===== src/rtl/adder_8_seq_ctrl_pkg.sv =====
// rtl/adder_8_seq_ctrl_pkg.sv - shared types and constants for the byte-serial add/sub sequencer
package adder_8_seq_ctrl_pkg;

    localparam int BYTE_W = 8;

    typedef enum logic [1:0] {
        ST_IDLE = 2'd0,
        ST_RUN  = 2'd1,
        ST_DONE = 2'd2
    } state_e;

    // Two's-complement overflow from the sign bits of both addends and of the sum.
    function automatic logic signed_ovf(input logic a_msb, input logic b_msb, input logic s_msb);
        return (a_msb == b_msb) && (s_msb != a_msb);
    endfunction

endpackage


===== src/rtl/adder_8_seq_ctrl_if.sv =====
// rtl/adder_8_seq_ctrl_if.sv - request/result handshake bundle of the sequencer
interface adder_8_seq_ctrl_if
    import adder_8_seq_ctrl_pkg::*;
#(
    parameter int NBYTES = 4
) ();
    localparam int W = BYTE_W * NBYTES;

    logic         in_valid;
    logic         in_ready;
    logic [W-1:0] op_a;
    logic [W-1:0] op_b;
    logic         sub;
    logic         cin;
    logic         out_valid;
    logic         out_ready;
    logic [W-1:0] result;
    logic         cout;
    logic         overflow;
    logic         busy;

    modport master (
        output in_valid, op_a, op_b, sub, cin, out_ready,
        input  in_ready, out_valid, result, cout, overflow, busy
    );

    modport slave (
        input  in_valid, op_a, op_b, sub, cin, out_ready,
        output in_ready, out_valid, result, cout, overflow, busy
    );

endinterface


===== src/rtl/adder_8_seq_ctrl_adder_8.sv =====
// rtl/adder_8_seq_ctrl_adder_8.sv - the existing 8-bit ripple-carry adder used as the byte datapath
module adder_8
    import adder_8_seq_ctrl_pkg::*;
(
    input  logic [BYTE_W-1:0] a,
    input  logic [BYTE_W-1:0] b,
    input  logic              cin,
    output logic [BYTE_W-1:0] sum,
    output logic              cout
);

    logic [BYTE_W:0] c;

    always_comb begin
        c    = '0;
        sum  = '0;
        c[0] = cin;
        for (int i = 0; i < BYTE_W; i++) begin
            sum[i]   = a[i] ^ b[i] ^ c[i];
            c[i+1]   = (a[i] & b[i]) | (c[i] & (a[i] ^ b[i]));
        end
        cout = c[BYTE_W];
    end

endmodule


===== src/rtl/adder_8_seq_ctrl.sv =====
// rtl/adder_8_seq_ctrl.sv - NBYTES-wide add/subtract sequenced LSB-first through one 8-bit adder
module adder_8_seq_ctrl
    import adder_8_seq_ctrl_pkg::*;
#(
    parameter int NBYTES = 4
) (
    input  logic                clk,
    input  logic                rst_n,
    adder_8_seq_ctrl_if.slave   bus
);

    localparam int W     = BYTE_W * NBYTES;
    localparam int IDX_W = $clog2(NBYTES);

    state_e             state_q, state_d;
    logic [W-1:0]       a_q, a_d;
    logic [W-1:0]       b_q, b_d;
    logic               carry_q, carry_d;
    logic [IDX_W-1:0]   idx_q, idx_d;
    logic [W-1:0]       result_q, result_d;
    logic               cout_q, cout_d;
    logic               ovf_q, ovf_d;

    logic [IDX_W+2:0]   bit_base;
    logic [BYTE_W-1:0]  a_byte;
    logic [BYTE_W-1:0]  b_byte;
    logic [BYTE_W-1:0]  sum_byte;
    logic               add_cout;
    logic               last_byte;

    // Byte lane of the operand registers currently feeding the adder.
    assign bit_base  = {idx_q, 3'b000};
    assign a_byte    = a_q[bit_base +: BYTE_W];
    assign b_byte    = b_q[bit_base +: BYTE_W];
    assign last_byte = (idx_q == IDX_W'(NBYTES - 1));

    adder_8 u_adder_8 (
        .a    (a_byte),
        .b    (b_byte),
        .cin  (carry_q),
        .sum  (sum_byte),
        .cout (add_cout)
    );

    always_comb begin
        state_d  = state_q;
        a_d      = a_q;
        b_d      = b_q;
        carry_d  = carry_q;
        idx_d    = idx_q;
        result_d = result_q;
        cout_d   = cout_q;
        ovf_d    = ovf_q;

        case (state_q)
            ST_IDLE: begin
                if (bus.in_valid) begin
                    a_d     = bus.op_a;
                    b_d     = bus.sub ? ~bus.op_b : bus.op_b;
                    carry_d = bus.sub ? 1'b1 : bus.cin;
                    idx_d   = '0;
                    state_d = ST_RUN;
                end
            end
            ST_RUN: begin
                result_d[bit_base +: BYTE_W] = sum_byte;
                carry_d = add_cout;
                idx_d   = idx_q + 1'b1;
                if (last_byte) begin
                    // Top byte: its bit 7 is the sign of the full-width sum.
                    cout_d  = add_cout;
                    ovf_d   = signed_ovf(a_q[W-1], b_q[W-1], sum_byte[BYTE_W-1]);
                    idx_d   = '0;
                    state_d = ST_DONE;
                end
            end
            ST_DONE: begin
                if (bus.out_ready) begin
                    state_d = ST_IDLE;
                end
            end
            default: begin
                state_d = ST_IDLE;
            end
        endcase
    end

    always_ff @(posedge clk or negedge rst_n) begin
        if (!rst_n) begin
            state_q  <= ST_IDLE;
            a_q      <= '0;
            b_q      <= '0;
            carry_q  <= 1'b0;
            idx_q    <= '0;
            result_q <= '0;
            cout_q   <= 1'b0;
            ovf_q    <= 1'b0;
        end else begin
            state_q  <= state_d;
            a_q      <= a_d;
            b_q      <= b_d;
            carry_q  <= carry_d;
            idx_q    <= idx_d;
            result_q <= result_d;
            cout_q   <= cout_d;
            ovf_q    <= ovf_d;
        end
    end

    assign bus.in_ready  = (state_q == ST_IDLE);
    assign bus.out_valid = (state_q == ST_DONE);
    assign bus.busy      = (state_q != ST_IDLE);
    assign bus.result    = result_q;
    assign bus.cout      = cout_q;
    assign bus.overflow  = ovf_q;

endmodule


===== src/flat_wrapper.sv =====
// flat-port wrapper written by rule: the top's interface ports become plain ports
module adder_8_seq_ctrl_flat import adder_8_seq_ctrl_pkg::*;
#(
    parameter int NBYTES = 4
)
  (clk, rst_n, bus_in_valid, bus_op_a, bus_op_b, bus_sub, bus_cin, bus_out_ready, bus_in_ready, bus_out_valid, bus_result, bus_cout, bus_overflow, bus_busy);
  adder_8_seq_ctrl_if #(.NBYTES(NBYTES)) bus_i ();
  input  logic clk;
  input  logic rst_n;
  input wire logic [$bits(bus_i.in_valid)-1:0] bus_in_valid;
  input wire logic [$bits(bus_i.op_a)-1:0] bus_op_a;
  input wire logic [$bits(bus_i.op_b)-1:0] bus_op_b;
  input wire logic [$bits(bus_i.sub)-1:0] bus_sub;
  input wire logic [$bits(bus_i.cin)-1:0] bus_cin;
  input wire logic [$bits(bus_i.out_ready)-1:0] bus_out_ready;
  output wire logic [$bits(bus_i.in_ready)-1:0] bus_in_ready;
  output wire logic [$bits(bus_i.out_valid)-1:0] bus_out_valid;
  output wire logic [$bits(bus_i.result)-1:0] bus_result;
  output wire logic [$bits(bus_i.cout)-1:0] bus_cout;
  output wire logic [$bits(bus_i.overflow)-1:0] bus_overflow;
  output wire logic [$bits(bus_i.busy)-1:0] bus_busy;
  assign bus_i.in_valid = bus_in_valid;
  assign bus_i.op_a = bus_op_a;
  assign bus_i.op_b = bus_op_b;
  assign bus_i.sub = bus_sub;
  assign bus_i.cin = bus_cin;
  assign bus_i.out_ready = bus_out_ready;
  assign bus_in_ready = bus_i.in_ready;
  assign bus_out_valid = bus_i.out_valid;
  assign bus_result = bus_i.result;
  assign bus_cout = bus_i.cout;
  assign bus_overflow = bus_i.overflow;
  assign bus_busy = bus_i.busy;
  adder_8_seq_ctrl #(.NBYTES(NBYTES)) u_core (.clk(clk), .rst_n(rst_n), .bus(bus_i));
endmodule

===== config.mk =====
export PLATFORM = sky130hd
export DESIGN_NAME = adder_8_seq_ctrl_flat
export DESIGN_NICKNAME = d
export VERILOG_FILES = /design/src/rtl/adder_8_seq_ctrl_pkg.sv /design/src/rtl/adder_8_seq_ctrl_if.sv /design/src/rtl/adder_8_seq_ctrl_adder_8.sv /design/src/rtl/adder_8_seq_ctrl.sv /design/src/flat_wrapper.sv
export SDC_FILE = /design/constraint.sdc
export NUM_CORES = 1
export LEC_CHECK = 0
export CAP_MARGIN = 20
export CORE_AREA = 4 4 171 124
export CTS_CLUSTER_DIAMETER = 40
export CTS_CLUSTER_SIZE = 20
export DETAILED_ROUTE_END_ITERATION = 12
export DIE_AREA = 0 0 175 128
export PLACE_DENSITY_LB_ADDON = 0.3
export SKIP_CTS_REPAIR_TIMING = 1
export SYNTH_ARGS = -nofsm -noshare
export SYNTH_HDL_FRONTEND = slang
export SYNTH_HIERARCHICAL = 1
export SYNTH_SLANG_ARGS = --single-unit

===== constraint.sdc =====
create_clock -name clk -period 5.1 [get_ports clk]
set_input_delay 0.765 -clock clk [delete_from_list [all_inputs] [get_ports clk]]
set_output_delay 0.765 -clock clk [all_outputs]
set_load 0.1 [all_outputs]

==> impl_metrics.toml <==
[status]
status = "complete, no violations"

[grt]
grt_pass1_wl_um = 20200
use_met1_pct = 16.0
antenna_found_initial = 0
overflow = 0
met2_usage_pct = 17.7
grt_max_degree = 101
grt.total_usage_pct = 11.5
grt_pass1_vias = 3645
gr-max-usage-layer = "met2"
met3_usage_pct = 3.71

[min_path]
hold_class = "register to register"
whs_path_depth = 2

[cells_and_area]
synthToLayoutAreaGrowth_pct = 34.3
fin_util_pct = 33.2
diodes = 0
final_nets = 620
nFillCells = 2023
drive_gt1_share_pct = 9.04
final_area_um2 = 6470

[logic_synthesis]
synth_edf_count = 0
async_reset_ff_share_pct = 100
syn-instance-count = 439
synth.ff_latch_count = 103
syn-num-nets = 522
avgSynthCellArea_um2 = 11.0
ys.flop_type = "dfrtp_1"
synth_warnings = 6
ys_seq_area_share_pct = 53.5
synth_cell_types = 30
netlist_area_um2 = 4820

[placement]
dp_slack_ns = 0.186
io_buffer_count = 106
hpwlAfterDp_um = 9710
place_congestion = 0.795
postPlaceCellArea_um2 = 6150

[timing]
rsz0062_at_grt = "false"
setup_viol = 0
clock_skew_ns = 0.00857
worst_slack_ns = 0.260
slew_headroom_pct = 32.6
worst_pin_slew_ns = 1.01
period_share_pct = 94.9
finalHoldViolCount = 0
slew_violations = 0
max_freq_ghz = 0.207
finalSetupTns_ns = 0
fin_crit_ns = 4.84

[route]
wl_per_cell_um = 15.3
vias = 3417
drt_iter0_drc = 257
ant_nets = 0
detail_route.vias_per_cell = 4.21
wirelength_um = 12400
first_pass_iters = 4
drcViolationCount = 0

[setup_path]
start_kind = "register"
cp.buffers_inverters = 4
cp_max_fo = 6
crit_family = "adder cells"
rr_worst_depth = 16
slowest_delay_ns = 0.54
crit_cells = 16
slowest_stage = "mux4_2"
critPathKind = "register to register"
endpoint_kind = "register"
required_ns = 5.29
crit_chain = "mux4_2 > fa_1 > inv_1 > fa_1 > inv_1 > fa_1 > fa_1 > fa_1 > fa_1 > fa_1 > inv_1 > fa_1 > inv_1 > and3b_1 > a21oi_1 > o21ai_0"
arrival_ns = 5.03
crit_path_frequent_cell = "fa_1"

[clock_network]
cts_root_buf = "clkbuf_16"
cts.path.max_buffers = 2
cts_max_level = 3
clock-sinks = 103
clkSlewWorstSetupHoldPaths_ns = 0.07
cts_made_buffers = 9
cts_tree = "built"
clk_latency_ns = 0.34

[power]
powerDensity_nw_per_um2 = 737
ir_drop_uv = 307
leakagePower_nw = 2.84
finalPower_mw = 4.77

[die]
start_util_pct = 24.7
num_io_pins = 107
dieWidth_um = 175
die_area_um2 = 22400
core_um2 = 19500
num_rows = 43
fp.dieH_um = 128

[flow_run]
cap_violations = 0
[final cells by class]
class / count / area [um2] / area share [%]
sequential: 103 / 2580 / 39.9
multi-input combinational: 296 / 2080 / 32.1
timing repair buffer: 111 / 1090 / 16.9
tap: 270 / 338 / 5.22
clock buffer: 9 / 225 / 3.48
clock inverter: 7 / 96.3 / 1.49
inverter: 16 / 60.1 / 0.928
[state kept, by name (all words and copies together), names as in the netlist]
name	flops
u_core/idx_q	2
u_core/bus.overflow	1
u_core/state_q	2
u_core/b_q	32
u_core/bus.cout	1
u_core/bus.result	32
u_core/a_q	32
u_core/carry_q	1
[power breakdown]
group          internal (mW)  switching, mW
logic                  0.870           1.77
clock network          0.432          0.300
registers               1.16          0.236
total                   2.46           2.31
[cell usage after synthesis (2+ instances only)]
cell type    n  area, um2
a22o_1      26        228
buf_2       11       55.1
clkbuf_1    12       45.0
dfrtp_1    103       2580
fa_1         8        160
ha_1         5       62.6
inv_1       16       60.1
mux4_2      16        360
nand2_1    141        529
nand2b_1     3       18.8
nand3_1      3       15.0
nand3b_1     3       22.5
nor4_1       2       12.5
nor4b_4      2       47.6
o21ai_0     41        205
o21ai_1      2       10.0
xnor2_1     32        280
[cell usage in the layout (no fill, tap or decap), drive strengths merged]
cell	n
nand3	3
o31ai	1
nor4b	2
nor3b	1
or3b	1
nand2	141
o21ai	43
clkinv	4
nand2b	3
buf	7
bufinv	2
o211ai	1
nor4	4
clkbuf	9
nor2	1
nand3b	4
inv	17
or2	1
fa	8
a21oi	1
mux4	16
a22o	26
and3b	1
ha	5
clkdlybuf4s50	104
xnor2	32
mux2	1
dfrtp	103
[tightest hold or removal path: stages, from the launching register on]
cell	delay, ns
dfrtp_1	0.34
nand2_1	0.05
nand2_1	0.06
[logic make-up after synthesis]
logic type,Yosys count,synth area share (%)
and+or+nand+nor,162,15.2
DFF,103,53.5
AOI/OAI and AO/OA,72,9.61
buffers and inverters,40,3.48
xor gates and xnor gates,32,5.82
muxes,17,7.71
adders and majority gates,13,4.62
[worst paths after layout]
path	startpoint	endpoint	slack, ns
max in group asynchronous	rst_n	u_core/idx_q[0]$_DFFE_PN0P_	3.52
worst max register to register	u_core/idx_q[0]$_DFFE_PN0P_	u_core/bus.overflow$_DFFE_PN0P_	0.26
worst min register to register	u_core/a_q[23]$_DFFE_PN0P_	u_core/a_q[23]$_DFFE_PN0P_	0.47
worst max-delay path	u_core/idx_q[0]$_DFFE_PN0P_	u_core/bus.overflow$_DFFE_PN0P_	0.26
worst min-delay path	u_core/a_q[23]$_DFFE_PN0P_	u_core/a_q[23]$_DFFE_PN0P_	0.47
min in group asynchronous	rst_n	u_core/bus.result[19]$_DFFE_PN0P_	0.48
[metrics by stage]
| step | instances | hold slack [ns] |
|---|---|---|
| floorplan | 439 | 0.440 |
| global placement | 796 | 0.455 |
| detailed placement | 796 | 0.459 |
| CTS | 812 | 0.477 |
| global route | 812 | 0.502 |
| finish | 812 | 0.474 |
[per-layer routing]
metal	wire length [um]	up-vias
met5	0	-
met4	58	0
met3	802	6
met2	5640	97
met1	5950	1643
li1	-	1671
(Power assumes the default switching activity.)
==> RTL edit (config.mk and constraints unchanged) <==
Change the package constant `BYTE_W` from 8 to 4.
--- a/src/rtl/adder_8_seq_ctrl_pkg.sv
+++ b/src/rtl/adder_8_seq_ctrl_pkg.sv
@@ -1,7 +1,7 @@
 // rtl/adder_8_seq_ctrl_pkg.sv - shared types and constants for the byte-serial add/sub sequencer
 package adder_8_seq_ctrl_pkg;
 
-    localparam int BYTE_W = 8;
+    localparam int BYTE_W = 4;
 
     typedef enum logic [1:0] {
         ST_IDLE = 2'd0,
Ports: changed (resized bus_op_a, bus_op_b and bus_result); port bits go from 107 to 59. The function was not compared with the original's and may differ.
==> RTL edit against the unedited design <==
- clock skew down 6.3 ps
- via count shrank 63%
- sequential cell count fell by 70
- core utilization is 20 points lower
- synthesized area fell by 63%
- wire length fell by 63%
- clock power decreased by 63%
- final area down 61%
- total power shrank 64%
- largest cell class unchanged
- worst setup slack improved by 1400 ps
- sequential power decreased by 64%
==> RTL edit: results (changes against the unedited design) <==
* Proportion of layout cells with a drive suffix above 1 at 0.0588 (-0.0316)
* ClkCell Share at 0.0514 (+0.00165)
* Seq_cells at 33 (-68%)
* Non-clock buffering overhead at 0.145 (-0.0235)
* Clock-pin transition on the worst setup and hold timing paths at 50 ps (-20 ps)
* Placed insts at 485 (-39%)
* Mapped Cells at 187 (-57%)
* FF/Latch Area at 826 sq um (-68%)
* Clk_lat worst skew at 270 ps (-70 ps)
* Vias in the first global route at 1385 (-62%)
* Crit-path slowest cell: dfrtp_1
* Seq pwr share at 0.287 (-0.006)
* Register fraction of the total cell area at 0.326 (-0.0727)
* Crit path DAT at 3620 ps (-1410 ps)
* GR Util All Layers at 0.0440 (-0.0713)
* Status: finished clean
* Leakage at 1.07 nW (-62%)
* Multiplexer share of the synthesized area at 0.0581 (-0.0190)
* Post-synth top cells: 48 x nand2_1, 33 x dfrtp_1, 13 x inv_1
* Power share of the clock group at 0.156 (+0.003)
* Net switching power at 0.892 mW (-61%)
* Critical path's largest stage delay at 860 ps (+320 ps)
* Post-synthesis compound-gate area fraction at 0.0744 (-0.0217)
* Fraction of area in multi-input gates at 0.325 (+0.00347)
* H-tree depth at 2 (-1)
* Nets@finish at 269 (-57%)
* Slew Limit Headroom at 0.319 (-0.00750)
-- RTL edit: changes by cell type after synthesis, sizes merged, moves of 4 or more --
cell    change
clkbuf     -10
xnor2      -23
nor2        +8
fa          -4
nor4        -4
a22o       -22
mux4       -16
o21ai      -28
nand2      -93
mux2i       +8
dfrtp      -70
-- RTL edit: worst paths after layout --
check,start,end,slack (ps),depth (start not counted)
setup reg to reg,u_core/idx_q[0],u_core/bus.overflow,1640,12
setup / recovery,u_core/idx_q[0],u_core/bus.overflow,1640,12
hold reg to reg,u_core/bus.result[10],u_core/bus.result[10],470,2
min in group asynchronous,rst_n,u_core/bus.result[10],910,2
max in group asynchronous,rst_n,u_core/idx_q[0],3860,2
hold / removal,u_core/bus.result[10],u_core/bus.result[10],470,2
-- RTL edit: per-layer routing --
layer | vias up | share of wire | track usage
li1 | 652 | - | -
met1 | 577 | 0.53 | 0.0612
met2 | 23 | 0.43 | 0.0654
met3 | 2 | 0.029 | 0.0127
met4 | 0 | 0.010 | 0.0152
met5 | - | 0 | 0
